<file path="config.mk">
export PLATFORM = sky130hd
export DESIGN_NAME = uart_tx_arbiter
export DESIGN_NICKNAME = d
export VERILOG_FILES = /design/src/rtl/uart_pkg.sv /design/src/rtl/rr_arbiter.sv /design/src/rtl/uart_tx_arbiter.sv
export SDC_FILE = /design/constraint.sdc
export NUM_CORES = 1
export LEC_CHECK = 0
export BUFFER_PORTS_ARGS = -buffer_cell sky130_fd_sc_hd__buf_2
export CORE_ASPECT_RATIO = 1.5
export CORE_MARGIN = 4
export CORE_UTILIZATION = 42
export DETAILED_ROUTE_END_ITERATION = 10
export GPL_TIMING_DRIVEN = 0
export PLACE_DENSITY = 0.73
export REMOVE_ABC_BUFFERS = 1
export SYNTH_ARGS = -nofsm -noshare
export SYNTH_HDL_FRONTEND = slang
export SYNTH_SLANG_ARGS = --single-unit
</file>
<file path="constraint.sdc">
create_clock -name clk -period 1.3 [get_ports clk]
set_input_delay 0.13 -clock clk [delete_from_list [all_inputs] [get_ports clk]]
set_output_delay 0.13 -clock clk [all_outputs]
set_load 0.005 [all_outputs]
</file>
<file path="src/rtl/uart_pkg.sv">
// Shared definitions for the UART transmit arbiter: FSM state encoding,
// parity codes and the parity sanitiser.
package uart_pkg;

  typedef enum logic [2:0] {
    S_IDLE      = 3'd0,
    S_GRANT     = 3'd1,
    S_SEND      = 3'd2,
    S_WAIT_DONE = 3'd3,
    S_GAP       = 3'd4
  } state_t;

  localparam logic [1:0] PAR_NONE = 2'd0;
  localparam logic [1:0] PAR_ODD  = 2'd1;
  localparam logic [1:0] PAR_EVEN = 2'd2;

  // Code 3 is undefined for the transmitter, so it is folded onto "no parity".
  function automatic logic [1:0] sanitize_parity(input logic [1:0] code);
    return (code == PAR_ODD || code == PAR_EVEN) ? code : PAR_NONE;
  endfunction

endpackage

</file>
<file path="src/rtl/rr_arbiter.sv">
// Round-robin winner selection: first valid index at or after ptr,
// wrapping modulo N. Purely combinational.
module rr_arbiter #(
  parameter int N = 4
) (
  input  logic [N-1:0]         valid,
  input  logic [$clog2(N)-1:0] ptr,
  output logic [$clog2(N)-1:0] winner,
  output logic                 any_valid
);

  localparam int IW = $clog2(N);

  // Scan from the farthest offset back to ptr so the nearest valid wins last.
  always_comb begin
    // NOTE: every always_comb output gets a default first so no path leaves it unassigned (no latch).
    int idx;
    idx       = 0;
    winner    = '0;
    any_valid = |valid;
    for (int i = N - 1; i >= 0; i--) begin
      idx = int'(ptr) + i;
      if (idx >= N) idx = idx - N;
      if (valid[idx]) winner = IW'(idx);
    end
  end

endmodule

</file>
<file path="src/rtl/uart_tx_arbiter.sv">
// Shares one UART transmitter between NUM_REQ byte sources.
// Frame: IDLE -> GRANT -> SEND -> WAIT_DONE -> GAP -> IDLE.
// req_ready is presented the cycle after GRANT and tx_send the cycle after
// SEND, so with a request first seen in cycle 0 req_ready shows in cycle 2
// and tx_send in cycle 3.
// Optional macro UART_ARB_TIMEOUT_EN: bounds WAIT_DONE to TIMEOUT_CLKS cycles
// and raises the sticky timeout_err when the bound is hit.
module uart_tx_arbiter
  import uart_pkg::*;
#(
  parameter int NUM_REQ      = 4,
  parameter int DATA_BITS    = 8,
  parameter int GAP_CLKS     = 16,
  parameter int TIMEOUT_CLKS = 8192,
  localparam int ID_W        = $clog2(NUM_REQ)
) (
  input  logic                         clk,
  input  logic                         rst,
  input  logic [NUM_REQ-1:0]           req_valid,
  input  logic [NUM_REQ*DATA_BITS-1:0] req_data,
  output logic [NUM_REQ-1:0]           req_ready,
  input  logic [1:0]                   parity_type,
  output logic                         tx_send,
  output logic [DATA_BITS-1:0]         tx_data,
  output logic [1:0]                   tx_parity_type,
  input  logic                         tx_done,
  output logic                         busy,
  output logic [ID_W-1:0]              grant_id,
  output logic                         timeout_err
);

  localparam int GAP_W = $clog2(GAP_CLKS + 1);
  localparam logic [GAP_W-1:0] GAP_LAST = GAP_W'(GAP_CLKS - 1);
  localparam logic [ID_W-1:0]  ID_LAST  = ID_W'(NUM_REQ - 1);

  state_t            state, next_state;
  logic [ID_W-1:0]   rr_ptr;
  logic [ID_W-1:0]   winner;
  logic              any_valid;
  logic [GAP_W-1:0]  gap_cnt;
  logic              timeout_hit;

  rr_arbiter #(.N(NUM_REQ)) u_rr (
    .valid     (req_valid),
    .ptr       (rr_ptr),
    .winner    (winner),
    .any_valid (any_valid)
  );

  // State register.
  always_ff @(posedge clk or posedge rst) begin
    // NOTE: sequential state uses <= so every register samples pre-edge values.
    if (rst) state <= S_IDLE;
    else     state <= next_state;
  end

  // Next-state logic; tx_done is only looked at in WAIT_DONE.
  always_comb begin
    next_state = state;
    case (state)
      S_IDLE:      if (any_valid) next_state = S_GRANT;
      S_GRANT:     next_state = S_SEND;
      S_SEND:      next_state = S_WAIT_DONE;
      S_WAIT_DONE: if (tx_done || timeout_hit) next_state = S_GAP;
      S_GAP:       if (gap_cnt == GAP_LAST) next_state = S_IDLE;
      default:     next_state = S_IDLE;
    endcase
  end

  // Registered outputs, round-robin pointer and guard counter.
  always_ff @(posedge clk or posedge rst) begin
    if (rst) begin
      rr_ptr         <= '0;
      req_ready      <= '0;
      tx_send        <= 1'b0;
      tx_data        <= '0;
      tx_parity_type <= PAR_NONE;
      busy           <= 1'b0;
      grant_id       <= '0;
      gap_cnt        <= '0;
    end else begin
      req_ready <= '0;
      tx_send   <= 1'b0;
      busy      <= (next_state != S_IDLE);
      gap_cnt   <= (state == S_GAP) ? gap_cnt + GAP_W'(1) : '0;

      if (state == S_IDLE && any_valid) begin
        grant_id       <= winner;
        tx_parity_type <= sanitize_parity(parity_type);
      end

      if (state == S_GRANT) begin
        req_ready <= NUM_REQ'(1) << grant_id;
        tx_data   <= req_data[grant_id*DATA_BITS +: DATA_BITS];
        rr_ptr    <= (grant_id == ID_LAST) ? '0 : grant_id + ID_W'(1);
      end

      if (state == S_SEND) tx_send <= 1'b1;
    end
  end

`ifdef UART_ARB_TIMEOUT_EN
  localparam int TO_W = $clog2(TIMEOUT_CLKS + 1);
  localparam logic [TO_W-1:0] TO_LAST = TO_W'(TIMEOUT_CLKS - 1);

  logic [TO_W-1:0] wait_cnt;

  assign timeout_hit = (state == S_WAIT_DONE) && (wait_cnt == TO_LAST);

  // WAIT_DONE watchdog; a tx_done landing on the last cycle is not an error.
  always_ff @(posedge clk or posedge rst) begin
    if (rst) begin
      wait_cnt    <= '0;
      timeout_err <= 1'b0;
    end else begin
      wait_cnt <= (state == S_WAIT_DONE) ? wait_cnt + TO_W'(1) : '0;
      if (timeout_hit && !tx_done) timeout_err <= 1'b1;
    end
  end
`else
  assign timeout_hit = 1'b0;
  assign timeout_err = 1'b0;
`endif

endmodule

</file>
==> metrics.yaml <==
yosys:
  synthFlopType: "dfrtp_1"
  synth_top_cell_by_area: "dfrtp_1"
  syn-cell-area_um2: 1420
  ys_types: 27
  ys_top_cells_by_area: "dfrtp_1 50%, mux4_2 11%, mux2_2 7.2%, ha_1 5.3%, nand2b_1 2.7%"
  yosysMostFrequentCell: "dfrtp_1"
  synth-edff-count: 0
  synth_top_cells_by_count: "28 x dfrtp_1, 9 x mux2_2, 9 x nand2_1, 8 x nor2_1, 7 x mux4_2"
  syn_inst: 113
  ys_warn_count: 0
  async_flop_share_pct: 100
  avgSynthCellArea_um2: 12.5
  synth_top_cell_area_share_pct: 49.5
  yosys_register_bits: 28
  ys_seq_area_share_pct: 49.5
global_routing:
  grt_pass1_wl_mm: 5.78
  gr-total-overflow: 0
  grt_pass1_vias: 1275
  grt_max_degree: 29
  globalRouteTotalUtil_pct: 17.2
  antenna_found_initial: 0
clock_tree:
  clk_latency_ns: 0.28
  cts_tree: "yes"
  htreeDepth: 1
  clock_path_buffers: 2
  cts_hold_buffers: 0
  cts_num_sinks: 28
  clkTransAtPathRegs_ns: 0.09
  cts_root_buf: "clkbuf_8"
  numCtsBuffers: 3
outcome:
  violations: "negative setup slack"
  outcome: "finished with violations"
placement:
  place.gp.congestion: 0.739
  dp_hpwl_mm: 2.58
  io_buffers: 58
timing:
  finalMaxSlewViolations: 0
  finalCritPeriodShare_pct: 113
  fmax_ghz: 0.680
  max-slew-margin-rel_pct: 31.9
  worst_slack_ns: -0.171
  fin_crit_ns: 1.47
  fin_skew_ns: 0.00184
  rsz0062_at_grt: "true"
  hold_ws_ns: 0.0801
  setup_tns_ns: -1.35
  worstMarginPinSlew_ns: 1.02
  finalHoldViolations: 0
  setup_viol: 10
critical_path:
  crit_fanout: 5
  critical_path_class: "flip-flop to flip-flop"
  end_kind: "flip-flop"
  startpoint_type: "flip-flop"
  cp_data_arrival_time_ns: 1.64
  required_ns: 1.47
floorplanning:
  die_w_um: 55.4
  fp.dieArea_um2: 4380
  rows: 25
  coreArea_um2: 3190
  die_h_um: 79.1
  start_util_pct: 44.4
  ios: 60
routing:
  routed_via_density: 5.17
  routed_wl_mm: 3.70
  post-route-drc-count: 0
  firstDrtPassIters: 4
  ant_nets: 0
  vias: 1148
  drtIter0Drc: 26
  wl_per_cell_um: 16.7
pwr:
  power_density_nw_per_um2: 2110
  p_leak_nw: 0.978
  ir_drop_v: 0.00106
finish:
  multi_input_area_um2: 762
  final_layout_size_suffix_gt1_share_pct: 60.4
  num_antenna_cells: 0
  fin_nets: 230
  areaGrowthSynthToFinish_pct: 41.1
  regArea_um2: 708
  num-fill-cells: 277
flow_run:
  cap_violations: 0
worst_hold_path:
  hp-class: "input pin to asynchronous set/reset pin"
## cell type report
type / instances / area share, %
Timing Repair Buffer: 69 / 20.1
Multi-Input combinational cell: 76 / 38.2
Tap cell: 40 / 2.51
Sequential cell: 28 / 35.5
Inverter: 5 / 1.07
Clock buffer: 4 / 2.76
## per-layer routing
layer | wire (um) | vias to the layer above | part of all wire (%) | track usage, %
met5 | 0 | - | 0 | 0
met4 | 102 | 0 | 2.8 | 9.25
met3 | 120 | 11 | 3.2 | 2.76
met2 | 2260 | 30 | 61 | 34.6
met1 | 1210 | 569 | 33 | 15.8
li1 | - | 538 | - | -
## metrics by stage
step	instances	power, mW	worst slack, ns	util (%)	area [um2]
6_report	222	4.22	-0.171	62.6	2000
5_1_grt	222	4.48	-0.198	62.6	2000
4_1_cts	220	4.03	-0.156	60.5	1930
3_5_place_dp	207	2.97	-0.482	54.0	1720
3_3_place_gp	207	2.87	-0.463	54.0	1720
2_1_floorplan	109	2.43	-0.353	-	1380
## worst max-delay path: stages (launching register included)
cell and delay (ns):
dfrtp_4 0.51, buf_12 0.15, mux4_2 0.43, mux2_4 0.28
## power by group
group	leakage, nW	switching (mW)	internal (mW)
Clock	0.0288	0.268	0.272
Sequential	0.347	0.325	1.22
Combinational	0.602	0.865	1.27
## flip-flops by register name, indices dropped and copies added (netlist names)
name            cells
busy                1
gap_cnt             5
grant_id            2
req_ready           4
rr_ptr              2
state               3
tx_data             8
tx_parity_type      2
tx_send             1
## cell usage in the layout (no fill, tap or decap), types with 2 or more instances in the layout
cell type / synthesis / final
and2_1: 4 / 2
buf_2: 0 / 58
a21oi_1: 3 / 3
dfrtp_2: 0 / 3
nor3_1: 3 / 2
nor2_1: 8 / 7
mux2_4: 1 / 10
inv_1: 5 / 3
buf_6: 2 / 4
clkbuf_8: 0 / 4
nand2b_1: 6 / 6
and3_1: 3 / 3
and2_4: 0 / 2
nor3_4: 1 / 2
mux4_2: 7 / 8
nand3_1: 2 / 2
o21ai_0: 5 / 5
ha_2: 0 / 2
buf_4: 1 / 6
dfrtp_1: 28 / 24
nand2_1: 9 / 8
ha_4: 0 / 3
## repair_timing
action                                  in CTS  in global routing
endpoints found under the setup margin      15                 18
pin swaps                                    2                  2
buffers inserted                             9                  2
gates resized for setup                     22                 15
endpoints found under the hold margin        0                  0
## worst paths after layout
| path | cells after the start | slack (ns) | from | endpoint |
|---|---|---|---|---|
| setup / recovery | 3 | -0.17 | grant_id[0]$_DFFE_PP0P_ | tx_data[4]$_DFFE_PP0P_ |
| min in group clk | 3 | 0.11 | parity_type[1] | tx_parity_type[1]$_DFFE_PP0P_ |
| hold reg to reg | 2 | 0.49 | tx_parity_type[1]$_DFFE_PP0P_ | tx_parity_type[1]$_DFFE_PP0P_ |
| max in group asynchronous | 2 | 0.49 | rst | grant_id[0]$_DFFE_PP0P_ |
| setup reg to reg | 3 | -0.17 | grant_id[0]$_DFFE_PP0P_ | tx_data[4]$_DFFE_PP0P_ |
| hold / removal | 2 | 0.08 | rst | tx_data[7]$_DFFE_PP0P_ |
## kinds of logic after synthesis
| group | count (synthesis) | synth area share [%] |
|---|---|---|
| and+or+nand+nor | 37 | 14.0 |
| muxes | 18 | 21.2 |
| other | 1 | 0.265 |
| AOI/OAI and AO/OA | 12 | 4.77 |
| xor gates and xnor gates | 2 | 1.24 |
| buffers and inverters | 9 | 3.71 |
| adders and majority gates | 6 | 5.30 |
| DFF | 28 | 49.5 |
(Power assumes the default switching activity.)
